<file path="src/rtl/ide_pio_ctrl.sv">
// PIO-mode ATA/IDE bus sequencer: arbitrates DMA (priority) and Z80 requests into one registered IDE cycle.
// Latency: accept edge to rdy/rdy_stb is t1+t2+teoc cycles (counts of 0 act as 1), plus any IORDY wait cycles.
// Backpressure: rdy is low for the whole cycle; requests are level-held and sampled only in IDLE.
module ide_pio_ctrl #(
    parameter int CNT_W    = 4,
    parameter int TMO_W    = 8,
    parameter bit IORDY_EN = 1'b1
) (
    input  logic             clk,
    input  logic             reset_n,
    input  logic [CNT_W-1:0] t1_cyc,
    input  logic [CNT_W-1:0] t2_cyc,
    input  logic [CNT_W-1:0] teoc_cyc,
    input  logic             dma_req,
    input  logic             dma_rnw,
    input  logic [15:0]      dma_out,
    input  logic             z80_req,
    input  logic             z80_rnw,
    input  logic [2:0]       z80_a,
    input  logic             z80_cs0_n,
    input  logic             z80_cs1_n,
    input  logic [15:0]      z80_out,
    input  logic [15:0]      ide_in,
    input  logic             iordy,
    input  logic             err_clr,
    output logic             rdy,
    output logic             rdy_stb,
    output logic             done_dma,
    output logic [15:0]      rd_data,
    output logic             err,
    output logic [15:0]      ide_out,
    output logic [2:0]       ide_a,
    output logic             ide_dir,
    output logic             ide_cs0_n,
    output logic             ide_cs1_n,
    output logic             ide_rd_n,
    output logic             ide_wr_n
);

    typedef enum logic [1:0] {
        S_IDLE    = 2'd0,
        S_SETUP   = 2'd1,
        S_STROBE  = 2'd2,
        S_RECOVER = 2'd3
    } state_t;

    state_t state, state_nxt;

    logic [CNT_W-1:0] cnt, cnt_nxt;
    logic [TMO_W-1:0] tmo, tmo_nxt;
    logic [TMO_W-1:0] tmo_inc;
    logic [CNT_W-1:0] cap_t2, cap_t2_nxt;
    logic [CNT_W-1:0] cap_teoc, cap_teoc_nxt;
    logic             cap_rnw, cap_rnw_nxt;
    logic             cap_dma, cap_dma_nxt;

    logic [15:0] ide_out_nxt, rd_data_nxt;
    logic [2:0]  ide_a_nxt;
    logic        ide_dir_nxt, ide_cs0_n_nxt, ide_cs1_n_nxt, ide_rd_n_nxt, ide_wr_n_nxt;
    logic        err_nxt, rdy_stb_nxt, done_dma_nxt;

    logic iordy_ff1, iordy_ff2, iordy_s;

    // A programmed count of N gives N cycles in the phase; zero is stretched to one cycle.
    function automatic logic [CNT_W-1:0] load_cnt(input logic [CNT_W-1:0] t);
        return (t == '0) ? '0 : t - CNT_W'(1);
    endfunction

    assign iordy_s = IORDY_EN ? iordy_ff2 : 1'b1;
    assign tmo_inc = tmo + TMO_W'(1);
    assign rdy     = (state == S_IDLE);

    // Two-stage synchroniser for the drive's asynchronous IORDY; idles high (ready).
    always_ff @(posedge clk or negedge reset_n) begin
        if (!reset_n) begin
            iordy_ff1 <= 1'b1;
            iordy_ff2 <= 1'b1;
        end else begin
            iordy_ff1 <= iordy;
            iordy_ff2 <= iordy_ff1;
        end
    end

    // State register.
    always_ff @(posedge clk or negedge reset_n) begin
        if (!reset_n) state <= S_IDLE;
        else          state <= state_nxt;
    end

    // Next-state, phase counter, wait timeout and next values of every registered bus output.
    always_comb begin
        state_nxt     = state;
        cnt_nxt       = cnt;
        tmo_nxt       = tmo;
        cap_t2_nxt    = cap_t2;
        cap_teoc_nxt  = cap_teoc;
        cap_rnw_nxt   = cap_rnw;
        cap_dma_nxt   = cap_dma;
        ide_out_nxt   = ide_out;
        ide_a_nxt     = ide_a;
        ide_dir_nxt   = ide_dir;
        ide_cs0_n_nxt = ide_cs0_n;
        ide_cs1_n_nxt = ide_cs1_n;
        ide_rd_n_nxt  = ide_rd_n;
        ide_wr_n_nxt  = ide_wr_n;
        rd_data_nxt   = rd_data;
        done_dma_nxt  = done_dma;
        rdy_stb_nxt   = 1'b0;
        // a timeout abort later in this block overrides the clear
        err_nxt       = err_clr ? 1'b0 : err;

        unique case (state)
            S_IDLE: begin
                if (dma_req || z80_req) begin
                    // DMA always targets the data register (a=0 on CS0)
                    cap_dma_nxt   = dma_req;
                    cap_rnw_nxt   = dma_req ? dma_rnw : z80_rnw;
                    ide_dir_nxt   = dma_req ? dma_rnw : z80_rnw;
                    ide_a_nxt     = dma_req ? 3'd0    : z80_a;
                    ide_cs0_n_nxt = dma_req ? 1'b0    : z80_cs0_n;
                    ide_cs1_n_nxt = dma_req ? 1'b1    : z80_cs1_n;
                    ide_out_nxt   = dma_req ? dma_out : z80_out;
                    cap_t2_nxt    = t2_cyc;
                    cap_teoc_nxt  = teoc_cyc;
                    cnt_nxt       = load_cnt(t1_cyc);
                    tmo_nxt       = '0;
                    state_nxt     = S_SETUP;
                end
            end
            S_SETUP: begin
                if (cnt == '0) begin
                    ide_rd_n_nxt = ~cap_rnw;
                    ide_wr_n_nxt = cap_rnw;
                    cnt_nxt      = load_cnt(cap_t2);
                    state_nxt    = S_STROBE;
                end else begin
                    cnt_nxt = cnt - CNT_W'(1);
                end
            end
            S_STROBE: begin
                if (cnt != '0) begin
                    cnt_nxt = cnt - CNT_W'(1);
                end else if (iordy_s) begin
                    ide_rd_n_nxt = 1'b1;
                    ide_wr_n_nxt = 1'b1;
                    if (cap_rnw) rd_data_nxt = ide_in;
                    cnt_nxt   = load_cnt(cap_teoc);
                    tmo_nxt   = '0;
                    state_nxt = S_RECOVER;
                end else if (&tmo_inc) begin
                    // drive never became ready: end the strobe and flag it
                    ide_rd_n_nxt = 1'b1;
                    ide_wr_n_nxt = 1'b1;
                    err_nxt      = 1'b1;
                    if (cap_rnw) rd_data_nxt = 16'hFFFF;
                    cnt_nxt   = load_cnt(cap_teoc);
                    tmo_nxt   = '0;
                    state_nxt = S_RECOVER;
                end else begin
                    tmo_nxt = tmo_inc;
                end
            end
            S_RECOVER: begin
                if (cnt == '0) begin
                    ide_cs0_n_nxt = 1'b1;
                    ide_cs1_n_nxt = 1'b1;
                    ide_dir_nxt   = 1'b1;
                    rdy_stb_nxt   = 1'b1;
                    done_dma_nxt  = cap_dma;
                    state_nxt     = S_IDLE;
                end else begin
                    cnt_nxt = cnt - CNT_W'(1);
                end
            end
            default: state_nxt = S_IDLE;
        endcase
    end

    // Datapath and bus-output registers; the bus idles released (dir=1, all strobes/selects high).
    always_ff @(posedge clk or negedge reset_n) begin
        if (!reset_n) begin
            cnt       <= '0;
            tmo       <= '0;
            cap_t2    <= '0;
            cap_teoc  <= '0;
            cap_rnw   <= 1'b1;
            cap_dma   <= 1'b0;
            ide_out   <= '0;
            ide_a     <= '0;
            ide_dir   <= 1'b1;
            ide_cs0_n <= 1'b1;
            ide_cs1_n <= 1'b1;
            ide_rd_n  <= 1'b1;
            ide_wr_n  <= 1'b1;
            rd_data   <= '0;
            err       <= 1'b0;
            rdy_stb   <= 1'b0;
            done_dma  <= 1'b0;
        end else begin
            cnt       <= cnt_nxt;
            tmo       <= tmo_nxt;
            cap_t2    <= cap_t2_nxt;
            cap_teoc  <= cap_teoc_nxt;
            cap_rnw   <= cap_rnw_nxt;
            cap_dma   <= cap_dma_nxt;
            ide_out   <= ide_out_nxt;
            ide_a     <= ide_a_nxt;
            ide_dir   <= ide_dir_nxt;
            ide_cs0_n <= ide_cs0_n_nxt;
            ide_cs1_n <= ide_cs1_n_nxt;
            ide_rd_n  <= ide_rd_n_nxt;
            ide_wr_n  <= ide_wr_n_nxt;
            rd_data   <= rd_data_nxt;
            err       <= err_nxt;
            rdy_stb   <= rdy_stb_nxt;
            done_dma  <= done_dma_nxt;
        end
    end

endmodule

</file>
<file path="config.mk">
export PLATFORM = sky130hd
export DESIGN_NAME = ide_pio_ctrl
export DESIGN_NICKNAME = d
export VERILOG_FILES = /design/src/rtl/ide_pio_ctrl.sv
export SDC_FILE = /design/constraint.sdc
export NUM_CORES = 1
export LEC_CHECK = 0
export ABC_AREA = 1
export BUFFER_PORTS_ARGS = -buffer_cell sky130_fd_sc_hd__buf_2
export CAP_MARGIN = 0
export CORE_ASPECT_RATIO = 0.9
export CORE_MARGIN = 3
export CORE_UTILIZATION = 34
export CTS_CLUSTER_DIAMETER = 150
export DETAILED_ROUTE_END_ITERATION = 8
export PLACE_DENSITY = 0.59
export SYNTH_ARGS = -nofsm -noshare
export SYNTH_HDL_FRONTEND = slang
export SYNTH_SLANG_ARGS = --single-unit
</file>
<file path="constraint.sdc">
create_clock -name clk -period 2.3 [get_ports clk]
set_clock_uncertainty 0.2 [all_clocks]
set_input_delay 0.46 -clock clk [delete_from_list [all_inputs] [get_ports clk]]
set_output_delay 0.46 -clock clk [all_outputs]
set_load 0.01 [all_outputs]
</file>
==> load_flow_metrics.sql, run 1 <==
INSERT INTO impl_metrics (metric_group, metric, value, unit) VALUES
('sta', 'grt_setup_unrepaired', 'no', ''),
('final_layout', 'finish.instance_area', '4790', 'sq um'),
('setup_path', 'cp-startpoint', 'tmo[0]$_DFFE_PN0P_', ''),
('clocking', 'cts_root_buffer', 'sky130_fd_sc_hd__clkbuf_16', ''),
('power_and_ir_drop', 'total_switching_power', '2.48', 'mW'),
('setup_path', 'worst-endpoint-required', '2.35', 'ns'),
('sta', 'worst_slew_pin_slew', '0.386', 'ns'),
('clocking', 'cts_sinks', '69', ''),
('final_layout', 'fin_cells', '715', ''),
('routing', 'post-route-drc-count', '0', ''),
('setup_path', 'worstPathArrival', '2.12', 'ns'),
('setup_path', 'critPathMaxFanout', '16', ''),
('final_layout', 'syn2layout_area_growth', '28.5', '%'),
('logic_synthesis', 'most_common_flop_cell_mapped_by_yosys', 'sky130_fd_sc_hd__dfrtp_1', ''),
('global_routing', 'gr-total-overflow', '0', ''),
('sta', 'final_period_demand_of_the_worst_path', '2.08', 'ns'),
('final_layout', 'finalNetCount', '666', ''),
('power_and_ir_drop', 'intPower', '3.71', 'mW'),
('power_and_ir_drop', 'power.static_leakage', '2.43', 'nW'),
('routing', 'first_iter_violations', '138', ''),
('power_and_ir_drop', 'p_sw_frac', '0.400', ''),
('clocking', 'clock_tree.htree_level_count', '3', ''),
('logic_synthesis', 'yosys.area.top_type', 'sky130_fd_sc_hd__dfrtp_1', ''),
('clocking', 'cts-buffers-inserted', '9', ''),
('floorplan', 'core-area', '10500', 'sq um'),
('floorplan', 'initial_utilization', '0.356', ''),
('power_and_ir_drop', 'maximum_vdd_drop', '0.602', 'mV'),
('global_routing', 'global_route_wire_length_before_repair', '15100', 'microns'),
('global_routing', 'aggregate_global_route_resource_usage', '0.154', ''),
('sta', 'setup_violations', '0', ''),
('setup_path', 'timing_worst_setup_path_type', 'reg2reg', ''),
('logic_synthesis', 'number_of_enable_flip_flop_cells_after_synthesis', '0', ''),
('setup_path', 'cp-start-kind', 'flop', ''),
('setup_path', 'setup.worst_path.end_class', 'flop', ''),
('routing', 'first_pass_iters', '4', ''),
('power_and_ir_drop', 'p_seq_frac', '0.336', ''),
('logic_synthesis', 'synth_cells', '459', ''),
('floorplan', 'die_width', '116', 'microns'),
('setup_path', 'origin_of_the_critical_flop_to_flop_path', 'tmo[0]$_DFFE_PN0P_', ''),
('floorplan', 'die-height', '105', 'microns'),
('logic_synthesis', 'post_synth.cell_area_avg', '8.12', 'sq um'),
('power_and_ir_drop', 'power_density_over_the_cells', '1290', 'nW/um^2'),
('clocking', 'clock_latency', '0.33', 'ns'),
('sta', 'final_min_period_over_clock_period', '0.902', ''),
('logic_synthesis', 'ys_warn_count', '0', ''),
('final_layout', 'footprint_of_the_multi_input_gates', '1710', 'sq um'),
('final_layout', 'final.fill_count', '1068', ''),
('routing', 'detail_route.vias_per_cell', '4.65', ''),
('clocking', 'tritoncts', 'built', ''),
('worst_hold_path', 'min-delay-path-class', 'in2reg', ''),
('sta', 'timing_hold_violations_final', '0', ''),
('placed_design', 'number_of_port_buffers', '116', ''),
('power_and_ir_drop', 'power_frac_comb', '0.452', ''),
('placed_design', 'gp_congestion', '0.844', ''),
('global_routing', 'number_of_global_route_vias_before_repair', '3172', ''),
('run_status', 'status', 'finished clean', ''),
('sta', 'totalNegativeSetupSlack', '0', 'ns'),
('routing', 'ant_nets', '0', ''),
('placed_design', 'placed_cells_incl_taps', '698', ''),
('logic_synthesis', 'yosys_register_bits', '69', ''),
('global_routing', 'grt_antenna_before_repair', '0', ''),
('sta', 'slew_viol_final', '0', ''),
('routing', 'routed-via-count', '3328', ''),
('worst_hold_path', 'worst_hold_startpoint', 'iordy', ''),
('clocking', 'number_of_buffers_on_the_longest_clock_path', '2', ''),
('floorplan', 'die_area', '12200', 'sq um'),
('routing', 'finalWirelength', '8990', 'microns'),
('placed_design', 'place_hpwl', '6610', 'microns'),
('global_routing', 'grt_start_max_net_pins', '70', ''),
('final_layout', 'diodes_inserted', '0', ''),
('floorplan', 'io-pin-count', '117', '');
## power by group through the flow
stage / clock network, mW / registers [mW] / logic, mW
2_1_floorplan: 0 / 2.24 / 1.73
3_3_place_gp: 0 / 2.08 / 2.75
3_5_place_dp: 0 / 2.09 / 2.80
4_1_cts: 1.35 / 2.08 / 2.82
5_1_grt: 1.41 / 2.16 / 3.18
6_report: 1.31 / 2.08 / 2.80
## synth_stat cells, types with 2 or more instances
library cell               count
sky130_fd_sc_hd__a21oi_1      18
sky130_fd_sc_hd__a21oi_4      10
sky130_fd_sc_hd__a31oi_1      18
sky130_fd_sc_hd__buf_2         6
sky130_fd_sc_hd__clkbuf_1      6
sky130_fd_sc_hd__dfrtp_1      61
sky130_fd_sc_hd__dfstp_2       8
sky130_fd_sc_hd__ha_1         12
sky130_fd_sc_hd__inv_1        58
sky130_fd_sc_hd__inv_2         3
sky130_fd_sc_hd__nand2_1     132
sky130_fd_sc_hd__nand2_2       2
sky130_fd_sc_hd__nand2_4       3
sky130_fd_sc_hd__nand3_1      25
sky130_fd_sc_hd__nand3_2       3
sky130_fd_sc_hd__nand4_1       3
sky130_fd_sc_hd__nor2_1       47
sky130_fd_sc_hd__nor2_2        2
sky130_fd_sc_hd__nor2_4        3
sky130_fd_sc_hd__o211ai_1      3
sky130_fd_sc_hd__o21ai_0      19
sky130_fd_sc_hd__o21ai_2       2
sky130_fd_sc_hd__o22ai_1       6
sky130_fd_sc_hd__xor2_1        2
## layout make-up
type,instances,area share
multi-input combinational,314,0.357
timing repair buffer,125,0.139
tap,129,0.0337
clock buffer,15,0.0580
clock inverter,1,0.00157
sequential,69,0.363
inverter,62,0.0486
## flip-flops by register name (all words and copies together), names as in the netlist, 2 cells and up
| register | flops |
|---|---|
| ide_a | 3 |
| tmo | 8 |
| cnt | 4 |
| cap_t2 | 4 |
| cap_teoc | 4 |
| rd_data | 16 |
| state | 2 |
| ide_out | 16 |
## through the flow
step                      setup slack [ns]  hold slack, ns
final                                0.224          0.0444
after global routing               0.00398          0.0258
after CTS                            0.109          0.0332
after detailed placement             0.114           0.150
after global placement               0.239           0.147
after floorplan                      0.375         -0.0356
## layout by cell type, fill, tap and decap left out, types with 9 or more instances in the layout
master                        n
sky130_fd_sc_hd__a21oi_1     18
sky130_fd_sc_hd__dfrtp_1     61
sky130_fd_sc_hd__nor2_1      41
sky130_fd_sc_hd__a21oi_4     10
sky130_fd_sc_hd__buf_2      116
sky130_fd_sc_hd__a31oi_1     18
sky130_fd_sc_hd__nand3_1     25
sky130_fd_sc_hd__clkbuf_16    9
sky130_fd_sc_hd__ha_1        11
sky130_fd_sc_hd__inv_1       58
sky130_fd_sc_hd__nand2_1    132
sky130_fd_sc_hd__o21ai_0     19
## cells by family after synthesis
kind of cell	share of synthesized area
AOI/OAI and AO/OA	0.146
xor gates and xnor gates	0.00706
adders and majority gates	0.0403
buffers and inverters	0.0850
DFF	0.466
and+or+nand+nor	0.255
## critical path, stage by stage, from the launching register on
cell	delay [ns]
sky130_fd_sc_hd__dfrtp_1	0.43
sky130_fd_sc_hd__ha_1	0.26
sky130_fd_sc_hd__nand3_1	0.15
sky130_fd_sc_hd__nand2_1	0.06
sky130_fd_sc_hd__nand2_1	0.08
sky130_fd_sc_hd__nand3_1	0.12
sky130_fd_sc_hd__nor2_4	0.13
sky130_fd_sc_hd__nand2_4	0.08
sky130_fd_sc_hd__nand2_4	0.07
sky130_fd_sc_hd__nand2_4	0.20
sky130_fd_sc_hd__a21oi_1	0.21
## what timing repair did
item	in CTS	in global routing
gates resized for setup	0	8
hold buffers	1	0
endpoints found under the hold margin	61	0
endpoints found under the setup margin	0	21
setup buffers	0	0
## final timing paths
path / endpoint / slack [ns] / cells past startpoint
setup / recovery: rd_data[9]$_DFFE_PN0P_ / 0.22 / 10
hold / removal: iordy_ff1$_DFF_PN1_ / 0.04 / 1
setup reg to reg: rd_data[9]$_DFFE_PN0P_ / 0.22 / 10
hold reg to reg: iordy_ff2$_DFF_PN1_ / 0.16 / 0
max in group asynchronous: cap_rnw$_DFFE_PN1P_ / 1.08 / 3
min in group asynchronous: tmo[3]$_DFFE_PN0P_ / 0.49 / 3
## per-layer routing
metal | part of all wire | vias to the layer above | track usage | wire length (microns)
li1 | - | 1705 | - | -
met1 | 0.48 | 1519 | 0.213 | 4290
met2 | 0.45 | 92 | 0.236 | 4080
met3 | 0.060 | 12 | 0.0511 | 542
met4 | 0.0088 | 0 | 0.0298 | 79
met5 | 0 | - | 0 | 0
No activity file was read; power rests on OpenSTA's default activity.
==> run 2, diff against run 1 <==
- clock period: 2.3 -> 2.4 ns (I/O delays scaled with it)
==> run 2 against run 1 <==
  * Register-to-register slack better by 0.03 ns
  * Clock-buffer cell count fell by 4
  * Highest routed layer unchanged
  * Non-clock buffer count decreased by 1
  * Critical path type unchanged
==> load_flow_metrics.sql, run 2 (synthesis gave the netlist of run 1 again) <==
INSERT INTO impl_metrics (metric_group, metric, value, unit) VALUES
('run_status', 'status', 'finished clean', ''),
('placed_design', 'placedInstanceArea', '4480', 'sq um'),
('floorplan', 'die_width', '116', 'microns'),
('clocking', 'cts.clk_slew.worst_paths', '0.05', 'ns'),
('final_layout', 'leading_cell_type_in_the_layout_fill_and_taps_excluded', 'sky130_fd_sc_hd__nand2_1', ''),
('clocking', 'clock_latency', '0.33', 'ns'),
('sta', 'max-slew-margin-rel', '0.691', ''),
('floorplan', 'io-pin-count', '117', ''),
('clocking', 'cts_sinks', '69', ''),
('clocking', 'number_of_buffers_on_the_longest_clock_path', '2', ''),
('sta', 'totalNegativeSetupSlack', '0', 'ns'),
('routing', 'wire_per_inst', '12.6', 'microns'),
('setup_path', 'setup.worst_path.end_class', 'flop', ''),
('setup_path', 'worstPathArrival', '2.15', 'ns'),
('final_layout', 'syn2layout_area_growth', '29.0', '%'),
('power_and_ir_drop', 'power.static_leakage', '2.44', 'nW'),
('floorplan', 'die-height', '105', 'microns'),
('final_layout', 'area.sequential', '1740', 'sq um'),
('global_routing', 'number_of_global_route_vias_before_repair', '3212', ''),
('routing', 'first_pass_iters', '4', ''),
('clocking', 'cts_root_buffer', 'sky130_fd_sc_hd__clkbuf_16', ''),
('clocking', 'cts-buffers-inserted', '9', ''),
('sta', 'timing_hold_violations_final', '0', ''),
('routing', 'finalWirelength', '9010', 'microns'),
('sta', 'worst_slew_pin_slew', '0.464', 'ns'),
('power_and_ir_drop', 'power_density_over_the_cells', '1270', 'nW/um^2'),
('clocking', 'tritoncts', 'built', ''),
('power_and_ir_drop', 'maximum_vdd_drop', '0.596', 'mV'),
('sta', 'final_period_demand_of_the_worst_path', '2.14', 'ns'),
('worst_hold_path', 'min-delay-path-class', 'in2reg', ''),
('global_routing', 'global_route_wire_length_before_repair', '15300', 'microns'),
('final_layout', 'diodes_inserted', '0', ''),
('floorplan', 'placement_rows', '35', ''),
('sta', 'max_freq', '466', 'MHz'),
('global_routing', 'grt_antenna_before_repair', '0', ''),
('global_routing', 'aggregate_global_route_resource_usage', '0.155', ''),
('floorplan', 'core-area', '10500', 'sq um'),
('run', 'max_cap_violations', '0', ''),
('final_layout', 'post_route_cells_drive_above_1_share', '0.298', ''),
('final_layout', 'final.fill_count', '1076', ''),
('setup_path', 'origin_of_the_critical_flop_to_flop_path', 'state[0]$_DFFE_PN0P_', ''),
('routing', 'ant_nets', '0', ''),
('setup_path', 'cp-start-kind', 'flop', ''),
('setup_path', 'critPathMaxFanout', '16', ''),
('placed_design', 'number_of_port_buffers', '116', ''),
('routing', 'routed-via-count', '3307', ''),
('global_routing', 'grt_start_max_net_pins', '53', ''),
('final_layout', 'final_cell_mix', 'sky130_fd_sc_hd__nand2_1, sky130_fd_sc_hd__buf_2, sky130_fd_sc_hd__dfrtp_1', ''),
('clocking', 'clock_tree.htree_level_count', '3', ''),
('worst_hold_path', 'worst_hold_startpoint', 'iordy', ''),
('placed_design', 'gp_congestion', '0.850', ''),
('worst_hold_path', 'whs_path_depth', '1', ''),
('setup_path', 'r2r.worst_path.cells', '9', ''),
('clocking', 'postCtsResizedCells', '0', ''),
('setup_path', 'timing_worst_setup_path_type', 'reg2reg', ''),
('final_layout', 'footprint_of_the_multi_input_gates', '1680', 'sq um'),
('final_layout', 'top_regs', 'ide_out: 16 flops, rd_data: 16 flops, tmo: 8 flops', ''),
('final_layout', 'finalNetCount', '665', ''),
('routing', 'post-route-drc-count', '0', ''),
('routing', 'first_iter_violations', '213', ''),
('sta', 'setup_violations', '0', ''),
('sta', 'final_min_period_over_clock_period', '0.894', ''),
('setup_path', 'worst-endpoint-required', '2.40', 'ns'),
('routing', 'detail_route.vias_per_cell', '4.64', ''),
('floorplan', 'initial_utilization', '0.356', ''),
('final_layout', 'finish.instance_area', '4810', 'sq um'),
('sta', 'grt_setup_unrepaired', 'no', ''),
('floorplan', 'die_area', '12200', 'sq um'),
('global_routing', 'gr-total-overflow', '0', ''),
('setup_path', 'cp-startpoint', 'state[0]$_DFFE_PN0P_', ''),
('placed_design', 'place_hpwl', '6840', 'microns'),
('sta', 'slew_viol_final', '0', '');
## run 2: changes by cell type in the layout (fill, tap and decap cells not counted), moves of 2 or more
cell	delta
sky130_fd_sc_hd__nor2_1	+5
sky130_fd_sc_hd__nor2_2	-5
sky130_fd_sc_hd__buf_4	-3
sky130_fd_sc_hd__buf_12	+2
sky130_fd_sc_hd__bufinv_16	+2
sky130_fd_sc_hd__clkbuf_1	-2
sky130_fd_sc_hd__clkbuf_8	-2
## run 2: per-stage QoR
step	hold WS [ns]	power [mW]	setup WS, ns	util	instances
finish	0.0643	6.08	0.255	0.459	713
global route	0.0456	6.64	0.0359	0.459	713
CTS	0.0488	6.17	0.217	0.459	713
detailed placement	0.150	4.72	0.234	0.428	697
global placement	0.148	4.66	0.348	0.428	697
floorplan	-0.0156	3.80	0.475	-	459
## run 2: power breakdown
part           total, mW  internal (mW)  switching (mW)
Sequential          1.99           1.71           0.288
Combinational       2.69           1.08            1.61
Clock               1.40          0.930           0.468
Total               6.08           3.72            2.37
## run 2: final cells by class
type,instances,area share
Timing Repair Buffer,124,0.142
Clock buffer,11,0.0505
Tap cell,129,0.0336
Inverter,62,0.0484
Multi-Input combinational cell,314,0.349
Clock inverter,4,0.0151
Sequential cell,69,0.361
## run 2: layer usage
metal | routed length, microns | GRT usage | vias to the layer above
met3 | 527 | 0.0436 | 6
met4 | 42 | 0.0323 | 0
li1 | - | - | 1710
met2 | 4350 | 0.255 | 95
met5 | 0 | 0 | -
met1 | 4100 | 0.203 | 1496
## run 2: repair_timing
item,in CTS,in global routing
buffers inserted,0,0
hold endpoints to repair,17,0
hold buffers,1,0
## run 2: path summary, 6_finish.rpt
path | to | slack, ns
max | rd_data[7]$_DFFE_PN0P_ | 0.26
min | iordy_ff1$_DFF_PN1_ | 0.06
max reg2reg | rd_data[7]$_DFFE_PN0P_ | 0.26
min reg2reg | iordy_ff2$_DFF_PN1_ | 0.16
max in group asynchronous | cap_rnw$_DFFE_PN1P_ | 0.87
min in group asynchronous | tmo[5]$_DFFE_PN0P_ | 0.45
## run 2: worst max-delay path: stages (launching register included)
cell and delay (ns):
sky130_fd_sc_hd__dfrtp_1 0.41, sky130_fd_sc_hd__inv_1 0.10, sky130_fd_sc_hd__ha_1 0.29, sky130_fd_sc_hd__inv_2 0.11
sky130_fd_sc_hd__nor2_2 0.16, sky130_fd_sc_hd__inv_1 0.10, sky130_fd_sc_hd__nor2_4 0.13, sky130_fd_sc_hd__nand2_2 0.21
sky130_fd_sc_hd__nor2_1 0.25, sky130_fd_sc_hd__a21oi_4 0.04
